$ cat src/rtl/io_ddr_pkg.sv
// Shared constants and helpers for the DDR input deserializer.
// Optional feature macro: IO_DDR_LSB_FIRST_EN (see io_ddr_deser.sv).
package io_ddr_pkg;

    // Default pad width; the top level builds its own pair width from IO_W.
    localparam int DEF_IO_W = 8;

    // One rising/falling beat pair at the default pad width.
    typedef logic [2*DEF_IO_W-1:0] pair_t;

    // Width of a level counter that must represent 0..depth inclusive.
    function automatic int level_w(input int depth);
        return $clog2(depth) + 1;
    endfunction

    // A word must be made of whole clock periods (two beats each).
    function automatic bit beats_ok(input int beats);
        return (beats >= 2) && ((beats % 2) == 0);
    endfunction

    // Pointers wrap for free only when the depth is a power of two.
    function automatic bit depth_ok(input int depth);
        return (depth >= 2) && ((depth & (depth - 1)) == 0);
    endfunction

endpackage

$ cat src/rtl/io_ddr_deser_if.sv
// Pad-side and demodulator-side signals of the DDR deserializer.
// Handshake: a word moves when data_valid and data_ready are both high at a
// rising clock edge; data_valid never depends on data_ready, and data_out is
// stable while data_valid is high and the word has not been taken.
interface io_ddr_deser_if
    import io_ddr_pkg::*;
#(
    parameter int IO_W       = 8,
    parameter int BEATS      = 2,
    parameter int FIFO_DEPTH = 4
);
    logic [IO_W-1:0]                io_in;
    logic                           io_valid;
    logic                           sync;
    logic [IO_W*BEATS-1:0]          data_out;
    logic                           data_valid;
    logic                           data_ready;
    logic [level_w(FIFO_DEPTH)-1:0] fifo_level;
    logic                           overflow;
    logic                           clr_ovf;

    // Driver side: pads, consumer and control.
    modport master (
        output io_in, io_valid, sync, data_ready, clr_ovf,
        input  data_out, data_valid, fifo_level, overflow
    );

    // Deserializer side.
    modport slave (
        input  io_in, io_valid, sync, data_ready, clr_ovf,
        output data_out, data_valid, fifo_level, overflow
    );
endinterface

$ cat src/rtl/io_ddr_fifo.sv
// Show-ahead word FIFO: the head word is visible whenever not empty, and the
// last popped word is held on o_data while empty.
module io_ddr_fifo
    import io_ddr_pkg::*;
#(
    parameter int W     = 16,
    parameter int DEPTH = 4
) (
    input  logic                      clk,
    input  logic                      rst_n,
    input  logic                      i_push,
    input  logic [W-1:0]              i_data,
    input  logic                      i_pop,
    output logic [W-1:0]              o_data,
    output logic                      o_full,
    output logic                      o_empty,
    output logic [level_w(DEPTH)-1:0] o_level
);
    localparam int PW = $clog2(DEPTH);
    localparam int LW = level_w(DEPTH);

    logic [W-1:0]  r_mem [DEPTH];
    logic [PW-1:0] r_wr_ptr;
    logic [PW-1:0] r_rd_ptr;
    logic [LW-1:0] r_level;
    logic [W-1:0]  r_hold;
    logic          w_pop;
    logic          w_push;

    assign o_empty = (r_level == '0);
    assign o_full  = (r_level == LW'(DEPTH));
    assign o_level = r_level;
    // A pop on a full FIFO frees the slot that the same-cycle push uses.
    assign w_pop   = i_pop && !o_empty;
    assign w_push  = i_push && (!o_full || w_pop);
    assign o_data  = o_empty ? r_hold : r_mem[r_rd_ptr];

    // Word storage, written at the write pointer on an accepted push.
    always_ff @(posedge clk or negedge rst_n) begin
        if (!rst_n) begin
            for (int i = 0; i < DEPTH; i++) r_mem[i] <= '0;
        end else if (w_push) begin
            r_mem[r_wr_ptr] <= i_data;
        end
    end

    // Pointers wrap modulo DEPTH; the level is counted separately.
    always_ff @(posedge clk or negedge rst_n) begin
        if (!rst_n) begin
            r_wr_ptr <= '0;
            r_rd_ptr <= '0;
            r_level  <= '0;
            r_hold   <= '0;
        end else begin
            if (w_push) r_wr_ptr <= r_wr_ptr + PW'(1);
            if (w_pop) begin
                r_rd_ptr <= r_rd_ptr + PW'(1);
                r_hold   <= r_mem[r_rd_ptr];
            end
            case ({w_push, w_pop})
                2'b10:   r_level <= r_level + LW'(1);
                2'b01:   r_level <= r_level - LW'(1);
                default: r_level <= r_level;
            endcase
        end
    end
endmodule

$ cat src/rtl/io_ddr_deser.sv
// DDR pad deserializer: captures a beat on each clock edge, assembles BEATS
// beats into a word and queues finished words for the demodulator.
// Optional feature macro: IO_DDR_LSB_FIRST_EN reverses beat order so the
// first beat on the pads lands in the least-significant byte of the word.
module io_ddr_deser
    import io_ddr_pkg::*;
#(
    parameter int IO_W       = 8,
    parameter int BEATS      = 2,
    parameter int FIFO_DEPTH = 4
) (
    input  logic          clk,
    input  logic          rst_n,
    io_ddr_deser_if.slave bus
);
    localparam int PAIRS  = BEATS / 2;
    localparam int PAIR_W = 2 * IO_W;
    localparam int WORD_W = IO_W * BEATS;
    localparam int CNT_W  = (PAIRS > 1) ? $clog2(PAIRS) : 1;
    localparam int LW     = level_w(FIFO_DEPTH);

    if (!beats_ok(BEATS)) begin : g_bad_beats
        $error("io_ddr_deser: BEATS must be even and at least 2");
    end
    if (!depth_ok(FIFO_DEPTH)) begin : g_bad_depth
        $error("io_ddr_deser: FIFO_DEPTH must be a power of two and at least 2");
    end

    logic [IO_W-1:0]   r_rise_q;
    logic [IO_W-1:0]   r_fall_q;
    logic              r_pair_vld;
    logic              r_sync_q;
    logic [CNT_W-1:0]  r_cnt;
    logic [WORD_W-1:0] r_acc;
    logic              r_overflow;

    logic [PAIR_W-1:0] w_pair;
    logic [CNT_W-1:0]  w_cnt_eff;
    logic              w_last;
    logic [WORD_W-1:0] w_word;
    logic              w_push;
    logic              w_drop;
    logic              w_full;
    logic              w_empty;
    logic [LW-1:0]     w_level;
    logic [WORD_W-1:0] w_head;

    // Rising edge: first beat of the pair plus its qualifiers.
    always_ff @(posedge clk or negedge rst_n) begin
        if (!rst_n) begin
            r_rise_q   <= '0;
            r_pair_vld <= 1'b0;
            r_sync_q   <= 1'b0;
        end else begin
            r_rise_q   <= bus.io_in;
            r_pair_vld <= bus.io_valid;
            r_sync_q   <= bus.io_valid & bus.sync;
        end
    end

    // Falling edge: second beat, taken unconditionally and used only with pair_vld.
    always_ff @(negedge clk or negedge rst_n) begin
        if (!rst_n) r_fall_q <= '0;
        else        r_fall_q <= bus.io_in;
    end

    // Merge the captured pair into its slot; sync restarts the word from slot 0.
    always_comb begin
`ifdef IO_DDR_LSB_FIRST_EN
        w_pair = {r_fall_q, r_rise_q};
`else
        w_pair = {r_rise_q, r_fall_q};
`endif
        w_cnt_eff = r_sync_q ? '0 : r_cnt;
        w_last    = (w_cnt_eff == CNT_W'(PAIRS - 1));
        w_word    = r_sync_q ? '0 : r_acc;
        for (int k = 0; k < PAIRS; k++) begin
            if (w_cnt_eff == CNT_W'(k)) begin
`ifdef IO_DDR_LSB_FIRST_EN
                w_word[k*PAIR_W +: PAIR_W] = w_pair;
`else
                w_word[WORD_W-(k+1)*PAIR_W +: PAIR_W] = w_pair;
`endif
            end
        end
    end

    assign w_push = r_pair_vld && w_last;
    // Full FIFO drops the word unless the consumer pops in the same cycle.
    assign w_drop = w_push && w_full && !bus.data_ready;

    // Pair counter and partial-word accumulator; gaps leave both untouched.
    always_ff @(posedge clk or negedge rst_n) begin
        if (!rst_n) begin
            r_cnt <= '0;
            r_acc <= '0;
        end else if (r_pair_vld) begin
            if (w_last) begin
                r_cnt <= '0;
            end else begin
                r_cnt <= w_cnt_eff + CNT_W'(1);
                r_acc <= w_word;
            end
        end
    end

    // Sticky overflow; a new drop beats a same-cycle clear.
    always_ff @(posedge clk or negedge rst_n) begin
        if (!rst_n)           r_overflow <= 1'b0;
        else if (w_drop)      r_overflow <= 1'b1;
        else if (bus.clr_ovf) r_overflow <= 1'b0;
    end

    io_ddr_fifo #(
        .W     (WORD_W),
        .DEPTH (FIFO_DEPTH)
    ) u_fifo (
        .clk     (clk),
        .rst_n   (rst_n),
        .i_push  (w_push),
        .i_data  (w_word),
        .i_pop   (bus.data_ready),
        .o_data  (w_head),
        .o_full  (w_full),
        .o_empty (w_empty),
        .o_level (w_level)
    );

    assign bus.data_out   = w_head;
    assign bus.data_valid = !w_empty;
    assign bus.fifo_level = w_level;
    assign bus.overflow   = r_overflow;
endmodule

$ cat src/flat_wrapper.sv
// flat-port wrapper written by rule: the top's interface ports become plain ports
module io_ddr_deser_flat import io_ddr_pkg::*;
#(
    parameter int IO_W       = 8,
    parameter int BEATS      = 2,
    parameter int FIFO_DEPTH = 4
)
  (clk, rst_n, bus_io_in, bus_io_valid, bus_sync, bus_data_ready, bus_clr_ovf, bus_data_out, bus_data_valid, bus_fifo_level, bus_overflow);
  io_ddr_deser_if #(.IO_W(IO_W), .BEATS(BEATS), .FIFO_DEPTH(FIFO_DEPTH)) bus_i ();
  input  logic clk;
  input  logic rst_n;
  input wire logic [$bits(bus_i.io_in)-1:0] bus_io_in;
  input wire logic [$bits(bus_i.io_valid)-1:0] bus_io_valid;
  input wire logic [$bits(bus_i.sync)-1:0] bus_sync;
  input wire logic [$bits(bus_i.data_ready)-1:0] bus_data_ready;
  input wire logic [$bits(bus_i.clr_ovf)-1:0] bus_clr_ovf;
  output wire logic [$bits(bus_i.data_out)-1:0] bus_data_out;
  output wire logic [$bits(bus_i.data_valid)-1:0] bus_data_valid;
  output wire logic [$bits(bus_i.fifo_level)-1:0] bus_fifo_level;
  output wire logic [$bits(bus_i.overflow)-1:0] bus_overflow;
  assign bus_i.io_in = bus_io_in;
  assign bus_i.io_valid = bus_io_valid;
  assign bus_i.sync = bus_sync;
  assign bus_i.data_ready = bus_data_ready;
  assign bus_i.clr_ovf = bus_clr_ovf;
  assign bus_data_out = bus_i.data_out;
  assign bus_data_valid = bus_i.data_valid;
  assign bus_fifo_level = bus_i.fifo_level;
  assign bus_overflow = bus_i.overflow;
  io_ddr_deser #(.IO_W(IO_W), .BEATS(BEATS), .FIFO_DEPTH(FIFO_DEPTH)) u_core (.clk(clk), .rst_n(rst_n), .bus(bus_i));
endmodule
$ cat config.mk
export PLATFORM = sky130hd
export DESIGN_NAME = io_ddr_deser_flat
export DESIGN_NICKNAME = d
export VERILOG_FILES = /design/src/rtl/io_ddr_pkg.sv /design/src/rtl/io_ddr_deser_if.sv /design/src/rtl/io_ddr_fifo.sv /design/src/rtl/io_ddr_deser.sv /design/src/flat_wrapper.sv
export SDC_FILE = /design/constraint.sdc
export NUM_CORES = 1
export LEC_CHECK = 0
export ABC_AREA = 1
export ABC_CLOCK_PERIOD_IN_PS = 1700
export CAP_MARGIN = 20
export CELL_PAD_IN_SITES_DETAIL_PLACEMENT = 0
export CELL_PAD_IN_SITES_GLOBAL_PLACEMENT = 2
export CORE_MARGIN = 5
export CORE_UTILIZATION = 36
export DETAILED_ROUTE_END_ITERATION = 8
export GPL_TIMING_DRIVEN = 1
export PLACE_DENSITY = 0.89
export RECOVER_POWER = 100
export SYNTH_ARGS = -nofsm -noshare
export SYNTH_HDL_FRONTEND = slang
export SYNTH_SLANG_ARGS = --single-unit
$ cat constraint.sdc
create_clock -name clk -period 1.7 [get_ports clk]
set_input_delay 0.255 -clock clk [delete_from_list [all_inputs] [get_ports clk]]
set_output_delay 0.255 -clock clk [all_outputs]
set_load 0.02 [all_outputs]
==> metrics.csv <==
metric,value,unit
outcome,"finished, violations left",
failing checks,setup timing,
total I/O pin count,35,
Synthesized Nets,523,
Root Driver,clkbuf_16,
Psw,0.00520,W
Total GRT Usage,15.3,%
"Period Utilization, post-route",107,%
Via density,4.76,
Int Pwr,0.00794,W
DRC,0,
Clk pwr share,18.4,%
final WL,10700,um
die footprint,15100,um^2
worst r2r src,u_core.u_fifo.o_level[1],
#FFs+latches synth,105,
row count,41,
CP endpoint kind,output port,
via count,3507,
vias in the first global route,3419,
pre-CTS setup slack,-0.260,ns
diode count,0,
Final Hold Violating Endpoints,0,
share of cells above drive strength 1,29.1,%
Rel. slew slack,59.0,%
flop2flop setup slack,-0.06,ns
R2R Path End,u_core.u_fifo.o_level[1],
sequential fraction of the synthesis area,57.3,%
Comb pwr share,50.3,%
routability congestion estimate,0.741,
final instance area,6020,um^2
P per Cell Area,2180,nW/um^2
CTS sink cnt,105,
IO buf count,33,
top post-synthesis cells by area,"dfrtp_1 (53%), nand2_1 (15%), o21ai_1 (6.9%)",
CP Data Arrival Time,1.57,ns
fmax,549,MHz
CTS tree,built,
leading area contributor after synthesis,dfrtp_1,
clock-pin transition on the worst setup and hold timing paths,0.07,ns
cts bufs inserted,9,
post-synth cell types,26,
Routed Antenna Nets,0,
initial core utilization,36.5,%
Syn Inst Count,504,
Area after DPL,5280,um^2
largest net degree at the start of global routing,49,
Leak,2.87,nW
Final setup viols,28,
Syn Area/Cell,9.10,um^2
max-cap check violation count,0,
startpoint types,flip-flop,
DR WL/cell,14.6,um
Sw Share,39.6,%
RSZ-0062 raised after global routing,true,
DIE WIDTH,123,um
P&R area growth vs syn,31.4,%
Crit Path Class,reg -> out,
Hold Crit Class,in -> async,
1st-pass router iterations,5,
Die Ht,123,um
R2R depth,8,
first-pass GRT wire length,17800,um
"most common cell after layout, fill and taps aside",nand2_1,
min cycle time layout,1.82,ns
total gr overflow,0,
clk_skew,0.00793,ns
CTS max path bufs,2,
CORE AREA,12600,um^2
Final WS setup,-0.123,ns
Layout Nets,578,
Max Fanout on Critical Path,6,
H-tree Lvls,3,
hpwl dp,6880,um
clock latency on the worst-skew pair,0.35,ns
Peak VDD IR,652,uV
Flop pwr share,31.3,%
top cell type's share of synthesized area,52.9,%
critical path required time,1.44,ns
initial antenna violation count,0,
synth warn,0,
worst-margin pin slew,0.615,ns
DR iter-0 viols,252,
most frequent cells in the layout,"nand2_1 (153), dfrtp_1 (95), o21ai_1 (63)",
Slew Limit Fails,0,
Post-Synthesis Cell Area,4590,um^2
-- layer usage --
metal	up-vias	part of all wire (%)	global-route usage [%]
li1	1748	-	-
met1	1685	49	22.3
met2	61	45	22.7
met3	13	4.1	2.53
met4	0	1.6	6.09
met5	-	0	0
-- synth_stat cells --
cell type and n:
inv_2 1, nor2_4 1, clkbuf_2 2, nand2_2 2, a21oi_1 1, fa_1 1, dfrtp_1 97, nand3_1 36
o22ai_1 1, nor2_1 2, o21ai_2 12, nand2_4 5, ha_1 4, xor2_1 3, nand4_1 2, clkbuf_1 1
nand2_1 183, o21ai_1 63, inv_6 1, dfrtn_1 8, buf_6 12, o21ai_0 23, buf_4 1, inv_1 29
nand3_2 1, buf_2 12
-- per-stage QoR --
stage	hold slack (ns)	std cells	setup TNS (ns)	utilization, %	power [W]
after global placement	0.154	712	-3.44	42.0	0.00954
after detailed placement	0.163	712	-3.90	42.0	0.00967
after floorplan	-0.0406	504	-0.551	-	0.00742
after CTS	0.327	731	-1.95	44.9	0.0120
final	0.415	736	-1.70	47.9	0.0131
after global routing	0.474	736	-12.10	47.9	0.0141
-- area by class of cell --
class / count / area, um^2
tap: 172 / 215
clock inverter: 6 / 113
fill: 1195 / 6550
timing repair buffer: 72 / 813
clock buffer: 10 / 239
sequential: 105 / 2630
inverter: 31 / 128
multi-input combinational: 340 / 1890
-- power by group through the flow --
stage	Combinational [W]	Clock (W)	Sequential (W)
2_1_floorplan	0.00343	0	0.00399
3_3_place_gp	0.00547	0	0.00407
3_5_place_dp	0.00559	0	0.00409
4_1_cts	0.00553	0.00246	0.00405
5_1_grt	0.00734	0.00257	0.00422
6_report	0.00661	0.00242	0.00411
-- registers in the layout (all words and copies together) (netlist names) --
register                count
u_core.u_fifo.r_hold       16
u_core.u_fifo.r_rd_ptr      2
u_core.u_fifo.r_wr_ptr      2
u_core.r_pair_vld           1
u_core.bus.overflow         1
u_core.r_rise_q             8
u_core.u_fifo.o_level       3
u_core.u_fifo.r_mem        64
u_core.r_fall_q             8
-- kinds of logic after synthesis --
| group | after synthesis | share of synthesized area, % |
|---|---|---|
| and+or+nand+nor | 232 | 21.3 |
| xor gates and xnor gates | 3 | 0.573 |
| buffers and inverters | 59 | 7.37 |
| adders and majority gates | 5 | 1.53 |
| AOI/OAI and AO/OA | 100 | 11.9 |
| DFF | 105 | 57.3 |
-- worst max-delay path: stages (launching register included) --
cell and delay [ns]:
dfrtp_2 0.44, clkinv_4 0.12, clkbuf_16 0.16, nand2_2 0.05, nand3_2 0.06, nand2_2 0.09
o21ai_2 0.16, buf_6 0.13
-- worst max-delay path by stage --
stage | from | endpoint | slack (ns) | cells after the start
floorplan | u_core.u_fifo.o_level[0] | bus_data_out[11] | -0.07 | 5
global route | u_core.u_fifo.r_rd_ptr[0] | bus_data_out[11] | -0.19 | 7
detailed placement | u_core.u_fifo.r_rd_ptr[0] | bus_data_out[14] | -0.26 | 7
CTS | u_core.u_fifo.r_rd_ptr[0] | bus_data_out[15] | -0.14 | 7
finish | u_core.u_fifo.r_rd_ptr[0] | bus_data_out[14] | -0.12 | 7
global placement | u_core.u_fifo.r_rd_ptr[0] | bus_data_out[14] | -0.23 | 7
-- repair_timing --
action                                  in CTS  in global routing
pin swaps                                    0                 25
endpoints found under the hold margin       10                  0
resized for setup                          102                 99
buffers inserted                             1                  1
endpoints found under the setup margin      19                 20
gates cloned                                 1                  4
hold buffers                                 1                  0
Note: power is estimated with default switching activity, not from simulation.
